--- src/rtl/seq_gearbox_feeder.sv ---
// Sequence-driven feeder for a 64b/66b gearbox.
// A free-running sequence counter paces the gearbox: one output word per
// cycle, except for one pause cycle per period. Incoming 66-bit words (one per
// lane) are buffered in a small FIFO. When the FIFO runs dry, IDLE control
// blocks are inserted and counted.

// Per-lane output register: holds its value across pause cycles.
module seq_gearbox_feeder_lane (
    input  logic        clk,
    input  logic        rst,
    input  logic        load,
    input  logic [65:0] word,
    output logic [63:0] dat,
    output logic [1:0]  head
);

    // capture {header,payload} on every non-pause cycle, hold otherwise
    always_ff @(posedge clk) begin
        if (rst) begin
            dat  <= '0;
            head <= '0;
        end else if (load) begin
            dat  <= word[63:0];
            head <= word[65:64];
        end
    end

endmodule

module seq_gearbox_feeder #(
    parameter int LANES      = 1,
    parameter int FIFO_DEPTH = 4,
    parameter int SEQ_LEN    = 33
) (
    input  logic                  clk,
    input  logic                  rst,
    input  logic [66*LANES-1:0]   s_dat,
    input  logic                  s_vld,
    output logic                  s_rdy,
    output logic [64*LANES-1:0]   m_dat,
    output logic [2*LANES-1:0]    m_head,
    output logic                  m_vld,
    output logic [5:0]            m_seq,
    input  logic                  idle_clr,
    output logic [15:0]           idle_cnt
);

    localparam int              AW        = (FIFO_DEPTH > 1) ? $clog2(FIFO_DEPTH) : 1;
    localparam int              CW        = $clog2(FIFO_DEPTH + 1);
    localparam int              WW        = 66 * LANES;
    localparam logic [5:0]      SEQ_LAST  = 6'(SEQ_LEN - 1);
    localparam logic [CW-1:0]   FULL_CNT  = CW'(FIFO_DEPTH);
    localparam logic [65:0]     IDLE_LANE = {2'b10, 64'h0000_0000_0000_001e};

    logic [5:0]    cnt_seq;
    logic          pause;

    logic [WW-1:0] mem [FIFO_DEPTH];
    logic [AW-1:0] wr_ptr;
    logic [AW-1:0] rd_ptr;
    logic [CW-1:0] count;
    logic          full;
    logic          empty;
    logic          push;
    logic          pop;

    logic [WW-1:0] out_word;
    logic          idle_ins;
    logic [15:0]   idle_q;

    // The last count of each period is the gearbox pause slot.
    assign pause = (cnt_seq == SEQ_LAST);

    // Ready depends only on registered occupancy. A pop in the same cycle
    // does not open a slot, which keeps s_rdy free of any path from pause.
    assign full  = (count == FULL_CNT);
    assign empty = (count == '0);
    assign s_rdy = !full;
    assign push  = s_vld && !full;
    assign pop   = !pause && !empty;

    // An IDLE is inserted only on a real output slot with nothing buffered.
    assign idle_ins = !pause && empty;

    // free-running sequence counter, 0..SEQ_LEN-1
    always_ff @(posedge clk) begin
        if (rst || pause)
            cnt_seq <= '0;
        else
            cnt_seq <= cnt_seq + 6'd1;
    end

    // FIFO storage; contents are don't-care while unoccupied, so no reset
    always_ff @(posedge clk) begin
        if (push)
            mem[wr_ptr] <= s_dat;
    end

    // FIFO pointers and occupancy
    always_ff @(posedge clk) begin
        if (rst) begin
            wr_ptr <= '0;
            rd_ptr <= '0;
            count  <= '0;
        end else begin
            if (push)
                wr_ptr <= wr_ptr + AW'(1);
            if (pop)
                rd_ptr <= rd_ptr + AW'(1);
            case ({push, pop})
                2'b10:   count <= count + CW'(1);
                2'b01:   count <= count - CW'(1);
                default: count <= count;
            endcase
        end
    end

    // head-of-FIFO word, or IDLE on every lane when the FIFO is empty
    always_comb begin
        out_word = mem[rd_ptr];
        if (empty)
            out_word = {LANES{IDLE_LANE}};
    end

    // Each lane owns its output register. All lanes share a single load
    // strobe, so one word always leaves on every lane in the same cycle.
    for (genvar k = 0; k < LANES; k++) begin : g_lane
        seq_gearbox_feeder_lane u_lane (
            .clk  (clk),
            .rst  (rst),
            .load (!pause),
            .word (out_word[66*k +: 66]),
            .dat  (m_dat[64*k +: 64]),
            .head (m_head[2*k +: 2])
        );
    end

    // Sequence tag and valid. The tag holds through the pause cycle.
    always_ff @(posedge clk) begin
        if (rst) begin
            m_seq <= '0;
            m_vld <= 1'b0;
        end else if (pause) begin
            m_vld <= 1'b0;
        end else begin
            m_seq <= cnt_seq;
            m_vld <= 1'b1;
        end
    end

    // Saturating idle-insertion counter. A clear beats an increment.
    always_ff @(posedge clk) begin
        if (rst || idle_clr)
            idle_q <= '0;
        else if (idle_ins && idle_q != 16'hFFFF)
            idle_q <= idle_q + 16'd1;
    end

    assign idle_cnt = idle_q;

endmodule

--- config.mk ---
export PLATFORM = sky130hd
export DESIGN_NAME = seq_gearbox_feeder
export DESIGN_NICKNAME = d
export VERILOG_FILES = /design/src/rtl/seq_gearbox_feeder.sv
export SDC_FILE = /design/constraint.sdc
export NUM_CORES = 1
export LEC_CHECK = 0
export ABC_CLOCK_PERIOD_IN_PS = 3860
export CELL_PAD_IN_SITES_DETAIL_PLACEMENT = 1
export CELL_PAD_IN_SITES_GLOBAL_PLACEMENT = 1
export CORE_MARGIN = 2
export CORE_UTILIZATION = 49
export CTS_BUF_LIST = sky130_fd_sc_hd__clkbuf_8
export DETAILED_ROUTE_END_ITERATION = 8
export PLACE_DENSITY_LB_ADDON = 0.3
export SLEW_MARGIN = 10
export SYNTH_ARGS = -nofsm -noshare
export SYNTH_HDL_FRONTEND = slang
export SYNTH_SLANG_ARGS = --single-unit
--- constraint.sdc ---
create_clock -name clk -period 3.86 [get_ports clk]
set_clock_uncertainty 0.05 [all_clocks]
set_input_delay 0.772 -clock clk [delete_from_list [all_inputs] [get_ports clk]]
set_output_delay 0.772 -clock clk [all_outputs]
set_load 0.01 [all_outputs]
==> out/metrics.cfg <==
[logic_synthesis]
yosys.cell_count.top_type=edfxtp_1
synth_cells=768
synth_flop_cell=edfxtp_1
postSynthAreaPerCell_um2=17.4
synth_warnings=0
synth_commonest_cells=edfxtp_1 (264), dfxtp_1 (104), nor2_1 (90)
synth_top_cell_by_area=edfxtp_1
async_flop_share_pct=0
netlist_top_cells_area=edfxtp_1 (59%), dfxtp_1 (16%), mux4_2 (11%)
synth-seq-cells=368
ys_seq_area_share_pct=74.8
yosysTopAreaCellShare_pct=59.2
synth_nets=847
synth_edf_count=264
synth_area_mm2=0.0134
ys_types=42

[route]
drt_first_pass_iters=5
vias_per_cell=5.66
vias=7638
drcViolationCount=0
wl_mm=30.9
drtIter0Drc=571
wl_per_cell_um=22.9
drtAntennaViolNets=0

[sta]
finalSetupViolCount=0
hold_violations=0
grt_setup_unrepaired=false
fin_crit_sh_pct=70.5
fin_crit_ps=2720
fmax_mhz=368
tightest_slew_ps=994
hold_ws_ps=405
max-slew-margin-rel_pct=33.7
fin_tns_setup_ps=0
final_max_slew_viol_count=0

[clocking]
cts_max_level=2
numCtsBuffers=57
cts-root-buf=clkbuf_8
path_clk_slew_ps=60
cts_tree=yes
holdBufCountCts=0
cts_setup_buffers=0
clkLatencyLatePin_ps=600
ctsResizeCount=0
cts.path.max_buffers=3
cts.sinks=368

[global_routing]
grt-ovfl-total=0
grt_pass1_vias=8322
grt_pass1_wl_mm=47.7
grt_max_degree=67
grt_usage_pct=21.8
antenna_found_initial=3

[final_layout]
nets=1036
drive_gt1_share_pct=16.6
final.fill_count=2457
syn_to_final_growth_pct=23.1

[placed_design]
gp_congestion=0.812
portBuffers=159
dpl.hpwl_mm=18.8

[power_and_ir_drop]
combPwrFrac_pct=21.9
cellLeakagePower_nw=5.49
power_frac_clock_pct=28.5
power.net_switching_w=0.00300
swShare_pct=28.3
power_density_mw_per_mm2=643
vdd_drop_max_v=0.000330
pwr-share-seq_pct=49.6
power.internal_w=0.00760

[worst_setup_path]
cpMaxStageDelayCell=dfxtp_1
startpoint_type=flop
cpPeakStageDelay_ps=420
critical_path_arrival_ps=3170
critPathCaptureType=flop
cp_top_family=simple AND/OR/NAND/NOR gates
required_ps=4310
crit_type=flop to flop
crit_fanout=9
crit_chain=inv_1, ha_1, nor4b_4, nand2_1, nand2_2, inv_2, ha_1, inv_1, fa_1, xor2_1, or3_1, a21oi_1
critPathBufInv=3

[floorplanning]
num_rows=60
dieWidth_um=169
dieArea_mm2=0.0287
ios=160
start_util_pct=49.8
core_area_mm2=0.0269
die_h_um=169

[worst_hold_path]
worst_hold_path_type=flop to flop

[status]
status=finished clean

[flow_run]
drv_cap=0

## layer usage
layer	global-route usage, %	vias up	wire, um
li1	-	3395	-
met1	27.7	3919	12600
met2	38.2	276	15800
met3	4.73	48	1890
met4	5.95	0	528
met5	0	-	0
## final timing paths
path	start	end	slack, ps	depth (start not counted)
max reg2reg	cnt_seq[0]$_SDFF_PP0_	count[2]$_SDFFE_PP0P_	1140	12
max	cnt_seq[0]$_SDFF_PP0_	count[2]$_SDFFE_PP0P_	1140	12
min reg2reg	m_seq[0]$_SDFFE_PP0P_	m_seq[0]$_SDFFE_PP0P_	400	2
min	m_seq[0]$_SDFFE_PP0P_	m_seq[0]$_SDFFE_PP0P_	400	2
## registers in the layout, indices dropped and copies added, names as in the netlist, named ones only
| register | cells |
|---|---|
| cnt_seq | 6 |
| count | 3 |
| g_lane.u_lane.dat | 64 |
| g_lane.u_lane.head | 2 |
| idle_cnt | 16 |
| m_seq | 6 |
| m_vld | 1 |
| mem | 264 |
| rd_ptr | 2 |
| wr_ptr | 2 |
## power groups by stage
stage / combinational (W) / clock [W] / sequential, W
after global routing: 0.00250 / 0.00325 / 0.00533
after CTS: 0.00236 / 0.00308 / 0.00528
after floorplan: 0.00139 / 0 / 0.00518
after global placement: 0.00225 / 0 / 0.00531
final: 0.00232 / 0.00302 / 0.00526
after detailed placement: 0.00233 / 0 / 0.00535
## area by class of cell
type | count | area, um2 | share of cell area [%]
flip-flops and latches | 368 | 10000 | 60.8
multi-input cells | 343 | 3170 | 19.2
repair buffers | 171 | 1730 | 10.5
clock buffers | 61 | 840 | 5.09
well taps | 341 | 427 | 2.59
clock inverters | 46 | 230 | 1.40
inverters | 16 | 60.1 | 0.364
diodes | 3 | 7.51 | 0.0456
## per-stage QoR
step	cell area [um2]	std cells	worst slack, ps	power (W)	utilization (%)
floorplan	13400	768	1020	0.00657	-
global placement	15400	1239	998	0.00756	57.3
detailed placement	15400	1239	955	0.00767	57.3
CTS	16500	1346	1130	0.0107	61.3
global route	16500	1346	961	0.0111	61.3
finish	16500	1349	1140	0.0106	61.3
## cells by family (layout without fill, tap and decap cells)
logic type	count (synthesis)	after routing	synth area share [%]
muxes	68	68	11.3
other	0	3	0
DFF	368	368	74.8
xor gates and xnor gates	14	14	0.916
buffers and inverters	57	294	1.74
AOI/OAI and AO/OA	97	97	5.03
adders and majority gates	9	9	0.897
and+or+nand+nor	155	155	5.40
## tightest hold or removal path, stage by stage, from the launching register on
cell     delay, ps
dfxtp_1        310
nand2_1         50
a21oi_1         50
## placed cells by master, fill, tap and decap left out, types with 7 or more instances in the layout
master / n
a21oi_1: 16
a22oi_1: 61
buf_4: 9
clkbuf_8: 61
clkdlybuf4s50_1: 158
clkinv_1: 15
dfxtp_1: 102
edfxtp_1: 264
ha_1: 8
inv_1: 37
mux4_2: 66
nand2_1: 17
nand3_1: 7
nor2_1: 90
nor3_1: 9
o21ai_0: 7
or3_1: 7
xnor2_1: 9
Power figures use the tool's default switching activity.
